## config.mk

```make
export PLATFORM = sky130hd
export DESIGN_NAME = toggle_pulse_gen
export DESIGN_NICKNAME = d
export VERILOG_FILES = /design/src/rtl/toggle_pkg.sv /design/src/rtl/sync2.sv /design/src/rtl/toggle_pulse_gen.sv
export SDC_FILE = /design/constraint.sdc
export NUM_CORES = 1
export LEC_CHECK = 0
export ABC_AREA = 1
export CORE_ASPECT_RATIO = 0.75
export CORE_UTILIZATION = 40
export DETAILED_ROUTE_END_ITERATION = 8
export GPL_ROUTABILITY_DRIVEN = 1
export PLACE_DENSITY = 0.55
export SYNTH_ARGS = -nofsm -noshare
export SYNTH_HDL_FRONTEND = slang
export SYNTH_SLANG_ARGS = --single-unit
```

## constraint.sdc

```tcl
create_clock -name clk -period 2.12 [get_ports clk]
set_clock_uncertainty 0.05 [all_clocks]
set_input_delay 0.424 -clock clk [delete_from_list [all_inputs] [get_ports clk]]
set_output_delay 0.424 -clock clk [all_outputs]
set_load 0.03 [all_outputs]
```

## src/rtl/toggle_pkg.sv

```systemverilog
// Shared types and defaults for the toggle pulse generator and its helpers.
package toggle_pkg;

   typedef enum logic [1:0] {
      IDLE         = 2'd0,
      PRESS_WAIT   = 2'd1,
      HELD         = 2'd2,
      RELEASE_WAIT = 2'd3
   } tpg_state_t;

   localparam int TPG_DEBOUNCE_DEF = 16;
   localparam int TPG_REPEAT_DEF   = 1000;

   // Debounced level is high once a press has been accepted until its release is accepted.
   function automatic logic tpg_level(input tpg_state_t st);
      return (st == HELD) || (st == RELEASE_WAIT);
   endfunction

   function automatic logic tpg_busy(input tpg_state_t st);
      return (st == PRESS_WAIT) || (st == RELEASE_WAIT);
   endfunction

endpackage

```

## src/rtl/sync2.sv

```systemverilog
// Two-flop synchronizer for asynchronous single-bit inputs; resets to 0.
module sync2 (
   input  logic clk,
   input  logic rst,
   input  logic d,
   output logic q
);

   logic f1;
   logic f2;

   always_ff @(posedge clk or posedge rst) begin
      if (rst) begin
         f1 <= 1'b0;
         f2 <= 1'b0;
      end else begin
         f1 <= d;
         f2 <= f1;
      end
   end

   assign q = f2;

endmodule

```

## src/rtl/toggle_pulse_gen.sv

```systemverilog
// Debounces a raw button into a one-cycle toggle strobe for a T flip-flop.
// Optional auto-repeat while held: define TOGGLE_PULSE_AUTOREPEAT_EN.
module toggle_pulse_gen
   import toggle_pkg::*;
#(
   parameter int DEBOUNCE_CYCLES = TPG_DEBOUNCE_DEF,
   parameter int CNT_W           = 16,
   parameter int REPEAT_CYCLES   = TPG_REPEAT_DEF
) (
   input  logic clk,
   input  logic rst,
   input  logic btn_in,
   input  logic en,
   output logic t_out,
   output logic level_out,
   output logic busy
);

   localparam int CNT_NEED = (DEBOUNCE_CYCLES > REPEAT_CYCLES) ? DEBOUNCE_CYCLES : REPEAT_CYCLES;
   localparam logic [CNT_W-1:0] DB_LAST = CNT_W'(DEBOUNCE_CYCLES - 1);

   if (DEBOUNCE_CYCLES < 2 || REPEAT_CYCLES < 2 || CNT_W < $clog2(CNT_NEED)) begin : g_param_check
      $error("toggle_pulse_gen: illegal DEBOUNCE_CYCLES/REPEAT_CYCLES/CNT_W combination");
   end

   logic             s;
   tpg_state_t       state;
   tpg_state_t       state_nxt;
   logic [CNT_W-1:0] cnt;
   logic [CNT_W-1:0] cnt_nxt;
   logic             press_strobe;
   logic             rpt_strobe;

   sync2 u_sync (
      .clk (clk),
      .rst (rst),
      .d   (btn_in),
      .q   (s)
   );

   always_ff @(posedge clk or posedge rst) begin
      if (rst) begin
         state     <= IDLE;
         cnt       <= '0;
         t_out     <= 1'b0;
         level_out <= 1'b0;
         busy      <= 1'b0;
      end else begin
         state     <= state_nxt;
         cnt       <= cnt_nxt;
         // A strobe masked by en is simply lost; nothing remembers it.
         t_out     <= (press_strobe | rpt_strobe) & en;
         level_out <= tpg_level(state_nxt);
         busy      <= tpg_busy(state_nxt);
      end
   end

   always_comb begin
      state_nxt    = state;
      cnt_nxt      = cnt;
      press_strobe = 1'b0;
      case (state)
         IDLE: begin
            if (s) begin
               state_nxt = PRESS_WAIT;
               cnt_nxt   = '0;
            end
         end
         PRESS_WAIT: begin
            if (!s) begin
               state_nxt = IDLE;
            end else if (cnt == DB_LAST) begin
               state_nxt    = HELD;
               press_strobe = 1'b1;
            end else begin
               cnt_nxt = cnt + 1'b1;
            end
         end
         HELD: begin
            if (!s) begin
               state_nxt = RELEASE_WAIT;
               cnt_nxt   = '0;
            end
         end
         RELEASE_WAIT: begin
            if (s) begin
               state_nxt = HELD;
            end else if (cnt == DB_LAST) begin
               state_nxt = IDLE;
            end else begin
               cnt_nxt = cnt + 1'b1;
            end
         end
         default: begin
            state_nxt = IDLE;
            cnt_nxt   = '0;
         end
      endcase
   end

`ifdef TOGGLE_PULSE_AUTOREPEAT_EN
   localparam logic [CNT_W-1:0] RP_LAST = CNT_W'(REPEAT_CYCLES - 1);

   logic [CNT_W-1:0] rep_cnt;
   logic [CNT_W-1:0] rep_cnt_nxt;

   always_ff @(posedge clk or posedge rst) begin
      if (rst) begin
         rep_cnt <= '0;
      end else begin
         rep_cnt <= rep_cnt_nxt;
      end
   end

   // Counts only while HELD; frozen across a bounce through RELEASE_WAIT.
   always_comb begin
      rep_cnt_nxt = rep_cnt;
      rpt_strobe  = 1'b0;
      case (state)
         IDLE, PRESS_WAIT: rep_cnt_nxt = '0;
         HELD: begin
            if (rep_cnt == RP_LAST) begin
               rep_cnt_nxt = '0;
               rpt_strobe  = 1'b1;
            end else begin
               rep_cnt_nxt = rep_cnt + 1'b1;
            end
         end
         default: rep_cnt_nxt = rep_cnt;
      endcase
   end
`else
   assign rpt_strobe = 1'b0;
`endif

endmodule

```

# Word level (Yosys, flattened, before mapping)
# Cells that the tools add are included.
dict set report classes {
  addsub 1
  muxes 16
  n_eq_ne 11
  reduce_logical 4
  n_bitwise 1
}
# cell count
set op_table {}
lappend op_table {{16-bit two-way mux} 5}
lappend op_table {{16-bit one-hot mux with 4 select lines} 1}
lappend op_table {{16-bit by 1-bit adder with 16-bit output (second input constant)} 1}
lappend op_table {{16-bit by 4-bit equality test with 1-bit output (second input constant)} 1}
lappend op_table {{2-bit two-way mux} 6}
lappend op_table {{2-bit equality test (second input constant)} 4}
lappend op_table {{2-bit one-hot mux with 4 select lines} 1}
lappend op_table {{2-bit by 1-bit equality test with 1-bit output (second input constant)} 2}
lappend op_table {{2-bit by 1-bit != test with 1-bit output (second input constant)} 2}
lappend op_table {{2-bit != test (second input constant)} 2}
lappend op_table {{4-bit AND reduction} 1}
lappend op_table {{1-bit two-way mux} 3}
lappend op_table {{2-bit logical NOT} 1}
lappend op_table {{1-bit logical OR} 2}
lappend op_table {{1-bit bitwise AND} 1}
dict set report word_totals {
  output_inout_bits 3
  word_cells 40
  in_bits 4
  regBits 23
}

# Logic depth before layout (Yosys ltp)
# Gate-level depths: netlist of run 1.
dict set report logic_depth {
  word_depth 6
  mapped_depth 10
  mapped_depth_nobuf 9
}

# Hierarchy
# Synthesis of run 1 repeated with hierarchy kept, for this count alone.
dict set report unflattened {
  cells_unflattened 180
  hier_area_um2 1323.8
}
# mod area_each_um2 seq_area_each_um2 cells_per_inst n_inst
set by_module_without_submodules {}
lappend by_module_without_submodules {toggle_pulse_gen 1270.0 500.5 177 1}
lappend by_module_without_submodules {sync2 53.8 50.0 3 1}

# Worst setup path before layout of run 1
# No wires, ideal clock.
dict set report synth_timing {
  kind {register to register}
  start {register cnt[0]}
  end {register cnt[5]}
  arrival_ns 1.379
  setup_ns 0.119
  t_required_ns 1.951
  setup_slack_ns 0.572
  synth_period_minus_slack_ns 1.548
  path_buffers 1
  stages_incl_launch_ff 11
  path_cell_list {dfrtp_1 -> ha_1 -> nand2_2 -> inv_2 -> nand2_2 -> nor2_4 -> a21oi_4 -> inv_6 -> buf_12 -> nand2_1 -> nand2_1}
}
dict set report synth_via {
  elab_chain_len 4
  elab_cells_between_ends 6
  classes_between {add/sub: 1; eq/ne: 1; mux: 4}
}
# item line
set synth_rtl {}
lappend synth_rtl {{from (decl)} toggle_pulse_gen.sv:29} ;# logic [CNT_W-1:0] cnt;
lappend synth_rtl {{from (signal assigned)} toggle_pulse_gen.sv:50} ;# cnt <= cnt_nxt;
lappend synth_rtl {{16-bit by 1-bit adder with 16-bit output / 16-bit by 4-bit equality test with 1-bit output (equally long branches)} --}
lappend synth_rtl {{16-bit two-way mux (*)} {toggle_pulse_gen.sv:72, toggle_pulse_gen.sv:88}}
lappend synth_rtl {{16-bit two-way mux, on equally long branches} {toggle_pulse_gen.sv:86, toggle_pulse_gen.sv:70}}
lappend synth_rtl {{16-bit one-hot mux with 4 select lines (*)} toggle_pulse_gen.sv:62} ;# case (state)
# Mark *: on every way between the ends. The rest lies on a longest branch, timed or not. The select of a mux whose other input is x is not followed.
# A chain may end at the register's enable or synchronous reset.

# Worst setup path in the final report of run 1
dict set report layout_timing {
  start {register level_out}
  end {output level_out}
}
# item line
set layout_rtl {}
lappend layout_rtl {{from (decl)} toggle_pulse_gen.sv:15} ;# output logic level_out,
lappend layout_rtl {{from (signal assigned)} toggle_pulse_gen.sv:53} ;# level_out <= tpg_level(state_nxt);
# No word-level cell between the ends.

==> flow_summary.toml, run 1 <==
[run_status]
status = "finished, final reports clean"

[clock_network]
cts_tree = "built"
cts.sinks = 22
clk_latency_ns = 0.27
post-cts-setup-buffers = 0
clk_pin_slew_worst_paths_ns = 0.08
cts_buffers = 3
clock_path_buffers = 2
hold_buffers = 0
clockRootBuffer = "clkbuf_8"
htreeDepth = 1
cts_resized = 0

[setup_path]
crit_type = "reg -> out"
critPathMaxStageDelay_ns = 0.69
cp.depth = 1
critPathTopFamily = "buffers and inverters"
required_ns = 1.65
end_kind = "output port"
critPathSlowestCell = "clkdlybuf4s50_1"
path_cells = "clkdlybuf4s50_1"
critical_path_arrival_ns = 1.36
r2r_cells = 9
worst_setup_path_start_kind = "register"
worst-path-max-fanout = 4
crit_buf_inv = 1

[yosys]
synth-seq-cells = 22
synth-xor-area-share_pct = 3.26
synthAdderAreaFrac_pct = 0.930
synth.avg_cell_area_um2 = 7.51
yosys.cell_types.count = 27
syn_inst = 179
yosysWarnings = 0
synth.area.mux_share_pct = 0
syn_area_mm2 = 0.00135
seq_area_frac_synth_pct = 40.9
synth-compound-area-share_pct = 8.74
synth-simple-area-share_pct = 36.5
synth_top_family_by_area = "simple AND/OR/NAND/NOR gates"
synth_nets = 184

[routing]
drt.antenna.violating_nets = 0
drc = 0
drt_iter0_drc = 58
firstDrtPassIters = 4
wirelength_mm = 2.74
vias = 1125
avgRoutedWirePerCell_um = 12.1
routed_via_density = 4.98

[sta]
tns_ns = 0
rsz0062_at_grt = "no"
fmax_ghz = 0.545
slew_violations = 0
min_period_over_period_pct = 86.6
slew_headroom_pct = 72.1
tightest_slew_ns = 0.416
finalCriticalPeriod_ns = 1.84
setup_viol = 0
finalHoldViolations = 0

[final_layout]
nets = 194
drive_above_1_share_pct = 13.3
nFillCells = 300
multi_input_area_um2 = 664
antennaDiodeCount = 0
seqCellArea_um2 = 551
syn_to_final_growth_pct = 11.5

[place]
hpwl_mm = 2.06
io_buffers = 6
gp_congestion = 0.816

[global_routing]
grt_pass1_wl_mm = 4.64
grt_pass1_vias = 996
antenna_found_initial = 0
grt_usage_pct = 18.2
grt_start_max_net_pins = 23
grt_remaining_overflow = 0

[job]
max_cap_viol_count = 0

[floorplanning]
initial_core_util_pct = 43.9
die_x_um = 69.0
core-area_mm2 = 0.00306
ios = 7
std_cell_rows = 17
die_h_um = 52.2
fp.dieArea_mm2 = 0.00360

[hold_path]
hold_path_depth = 0
hold_path.class = "reg -> reg"

[power_and_ir_drop]
power.density_mw_per_mm2 = 595
total_leakage_power_uw = 0.000685
ir_drop_v = 0.000234
power.total_uw = 892
==> cells in the mapped netlist, drive strengths merged <==
| cell type | number | area (um2) |
|---|---|---|
| nand2 | 56 | 223 |
| nor2 | 23 | 101 |
| dfrtp | 22 | 551 |
| inv | 21 | 83.8 |
| nand3 | 17 | 85.1 |
| o21ai | 10 | 61.3 |
| nand4 | 8 | 50.1 |
| o21bai | 4 | 30.0 |
| xor2 | 4 | 35.0 |
| a21oi | 3 | 26.3 |
| buf | 3 | 42.5 |
| or2 | 2 | 12.5 |
| clkbuf | 1 | 3.75 |
| ha | 1 | 12.5 |
| nand3b | 1 | 7.51 |
| nor3 | 1 | 5.00 |
| nor4 | 1 | 6.26 |
| xnor2 | 1 | 8.76 |
==> stage by stage <==
stage,cells,instance area [um2],setup WS [ns],hold slack (ns),util (%)
finish,226,1500,0.284,0.306,49.0
CTS,226,1500,0.275,0.306,49.0
global route,226,1500,0.179,0.312,49.0
global placement,222,1430,0.417,0.283,46.7
floorplan,179,1350,0.572,0.281,-
detailed placement,222,1430,0.357,0.286,46.7
==> state kept, by name (all words and copies together) (netlist names) <==
name       count
busy           1
cnt           16
level_out      1
state          1
t_out          1
u_sync.f1      1
u_sync.q       1
==> final cells by class <==
type	instances	area share, %
clock inverter	1	2.00
tap	38	3.17
clock buffer	3	2.75
inverter	21	5.59
multi-input combinational	132	44.3
timing repair buffer	9	5.50
sequential	22	36.7
==> metal layers <==
layer	part of all wire, %	track usage, %	wire length, um	vias to the layer above
met5	0	0	0	-
met4	0.55	4.08	15	0
met2	43	25.2	1170	15
li1	-	-	-	592
met1	53	26.5	1440	514
met3	4.1	6.74	112	4
==> power by group <==
part | total, uW | switching (uW) | internal [uW]
clock | 392 | 140 | 252
combinational | 61.5 | 40.6 | 20.8
sequential | 439 | 9.22 | 430
total | 892 | 190 | 703
==> cells in the final DEF (no fill, tap or decap), types with 2 or more instances in the layout <==
master	instances
nand2_1	51
dfrtp_1	22
nor2_1	19
inv_1	18
nand3_1	17
nand4_1	8
clkdlybuf4s50_1	6
nand2_2	5
o21bai_1	4
o21ai_0	4
xor2_1	4
nor2_2	3
o21ai_2	3
o21ai_1	3
clkbuf_8	3
buf_4	3
inv_2	2
a21oi_1	2
or2_2	2
==> logic make-up (layout without fill, tap and decap cells) <==
kind of cell,Yosys count,in the layout
adder cells (fa/ha/maj),1,1
flip-flops,22,22
AO/OA/AOI/OAI,17,17
AND/OR/NAND/NOR,109,109
XOR/XNOR,5,5
buffers and inverters,25,34
==> path summary, 6_finish.rpt <==
check	start	endpoint	slack (ns)
worst max-delay path	level_out	level_out	0.28
worst min-delay path	u_sync.f1	u_sync.q	0.31
worst max register to register	cnt[0]	cnt[12]	0.36
worst min register to register	u_sync.f1	u_sync.q	0.31
max in group asynchronous	rst	cnt[12]	1.36
min in group asynchronous	rst	u_sync.q	0.43
Power figures use the tool's default switching activity.
==> run 2: changes to the inputs <==
- CAP_MARGIN: unset -> 20
==> results of run 2 <==
Final layout, timing and power as in run 1 (identical DEF).
==> variant (flow settings as in run 2) <==
Put one more register stage on the output `level_out`. The value now appears one clock later. The other outputs are not delayed to match.
--- a/src/rtl/toggle_pulse_gen.sv
+++ b/src/rtl/toggle_pulse_gen.sv
@@ -20,2 +20,4 @@
    localparam logic [CNT_W-1:0] DB_LAST = CNT_W'(DEBOUNCE_CYCLES - 1);
+
+   logic level_s0;
 
@@ -45,3 +47,3 @@
          t_out     <= 1'b0;
-         level_out <= 1'b0;
+         level_s0 <= 1'b0;
          busy      <= 1'b0;
@@ -52,3 +54,3 @@
          t_out     <= (press_strobe | rpt_strobe) & en;
-         level_out <= tpg_level(state_nxt);
+         level_s0 <= tpg_level(state_nxt);
          busy      <= tpg_busy(state_nxt);
@@ -135,2 +137,6 @@
 
+   always_ff @(posedge clk) begin
+      level_out <= level_s0;
+   end
+
 endmodule
Function: same outputs for any inputs over 10 cycles, from zero or initial values and one cycle with rst high; that may be too few to reach the edited logic, so the function may still have changed.
==> variant against run 2 <==
Routed wire length is 0.11% higher; first-iteration DRC count grew 47%; combinational power is 4.1% lower; synthesized area up 0.37%; sequential cell count increased by 1; utilization decreased by 1.1 points; total power is 11% lower; final area is 1.6% lower; global-route usage shrank 1.0 points; via count grew 0.62%; setup slack gained 100 ps; critical path type unchanged.
==> variant: results (changes against run 2) <==
| Metric | Value |
|---|---|
| Status | completed (unchanged) |
| Number of setup buffers added after CTS | 0 (unchanged) |
| Starting DRT DRC Count | 85 (was 58) |
| First-pass GRT wire length | 4760 µm (was 4640 µm) |
| R2R Setup Slk | 510 ps (was 360 ps) |
| Yosys cell types | 28 (was 27) |
| Clk Latency, worst-skew pair | 270 ps (about the same) |
| Detailed Place HPWL | 2040 µm (was 2060 µm) |
| Routed vias | 1132 (was 1125) |
| Clk slew on worst S/H paths | 90 ps |
| Initial antenna violation count | 0 (unchanged) |
| H-tree depth | 1 (unchanged) |
| Post-synth ARST share | 0.957 (was 1.00) |
| Share of cells above drive strength 1 | 0.118 (was 0.133) |
| Final Wtd Congestion | 0.844 (was 0.816) |
| Final WL | 2740 µm (about the same) |
| Post-layout net count | 192 (was 194) |
| Largest register FFs | 16 (unchanged) |
| Area share of the largest cell type after synthesis | 0.408 (was 0.409) |
| Mapped Avg Cell Area | 7.58 µm² (was 7.51 µm²) |
| Largest stage delay on the critical path | 670 ps (was 690 ps) |
| WP data arrival | 1260 ps (was 1360 ps) |
| FF-to-FF End | cnt[0]$_DFFE_PP0P_ (was cnt[12]$_DFFE_PP0P_) |
| Vias in the first global route | 1009 (was 996) |
| Fillers | 305 (was 300) |
| Placed Area | 1430 µm² (about the same) |
| Syn Nets | 183 (was 184) |
| Synth Warn # | 0 (unchanged) |
| Crit-path max FO | 1 (was 4) |
| I/O Buffers | 6 (unchanged) |
| Top cells by area, synth | dfrtp_1 41%, nand2_1 14%, nand3_1 7.4% (was dfrtp_1 41%, nand2_1 14%, nand3_1 6.3%) |
| VDD IR max | 0.347 mV (was 0.234 mV) |
| Placed Instances | 220 (was 222) |
| Reg2Reg Depth | 9 (unchanged) |
| Via density per instance | 5.05 (was 4.98) |
| Sequential area share after synthesis | 0.423 (was 0.409) |
| Global router's overall resource usage | 0.172 (was 0.182) |
| Clk buf depth | 2 (unchanged) |
| Top delay family on crit path | buffers and inverters (unchanged) |
| Leakage | 0.656 nW (was 0.685 nW) |
| Commonest cells in the netlist | 52 x nand2_1, 23 x nor2_1, 22 x dfrtp_1, 20 x nand3_1, 15 x inv_1 (was 51 x nand2_1, 22 x dfrtp_1, 19 x nor2_1, 18 x inv_1, 17 x nand3_1) |
| # diodes | 0 (unchanged) |
| Tightest Pin Transition | 399 ps (was 416 ps) |
| WHS | 309 ps (was 306 ps) |
## variant: cell type report
| cell class | count | area (µm²) | area share |
|---|---|---|---|
| clock buffer | 4 | 45.0 | 0.0305 |
| inverter | 17 | 66.3 | 0.0449 |
| sequential | 23 | 571 | 0.386 |
| tap | 38 | 47.5 | 0.0322 |
| multi-input combinational | 133 | 664 | 0.450 |
| timing repair buffer | 9 | 82.6 | 0.0559 |
## variant: how the worst max path moves through the flow
stage                     slack (ps)  depth (start not counted)                  end               start
after floorplan                  630                         10  cnt[13]$_DFFE_PP0P_  cnt[0]$_DFFE_PP0P_
after global placement           560                          7   cnt[4]$_DFFE_PP0P_  cnt[1]$_DFFE_PP0P_
after detailed placement         520                          9   cnt[0]$_DFFE_PP0P_  cnt[0]$_DFFE_PP0P_
after CTS                        370                          1            level_out   level_out$_DFF_P_
after global routing             340                          1                t_out     t_out$_DFF_PP0_
final                            390                          1            level_out   level_out$_DFF_P_
## variant: where the power goes
group          total, mW  switching (mW)  internal, mW
Combinational     0.0590          0.0386        0.0204
Clock              0.281           0.147         0.134
Sequential         0.458         0.00950         0.448
## variant: cell families (layout without fill, tap and decap cells)
family	after synthesis	in the layout	share of synthesized area
DFF	23	23	0.423
xor gates and xnor gates	4	4	0.0260
adders and majority gates	1	1	0.00927
and+or+nand+nor	110	110	0.357
AOI/OAI and AO/OA	18	18	0.100
buffers and inverters	22	30	0.0853
## variant: through the flow
step                      total power [mW]  worst slack, ps
after floorplan                      0.512              628
after global placement               0.526              558
after detailed placement             0.527              518
after CTS                            0.807              368
after global routing                 0.832              340
final                                0.798              388
## variant: per-layer routing
| metal | track usage | wire, µm | up-vias |
|---|---|---|---|
| met3 | 0.0423 | 101 | 2 |
| met4 | 0.0340 | 10 | 0 |
| li1 | - | - | 590 |
| met5 | 0 | 0 | - |
| met2 | 0.288 | 1200 | 25 |
| met1 | 0.228 | 1430 | 515 |
## variant: worst reg2reg max path, cell delays in order (launching register included)
cell and delay (ps):
dfrtp_1 410, ha_1 260, nand2_2 100, inv_2 30, nand2_1 90, nor2_4 50, a21oi_4 190, buf_4 210
nand3_1 70, o21ai_1 80
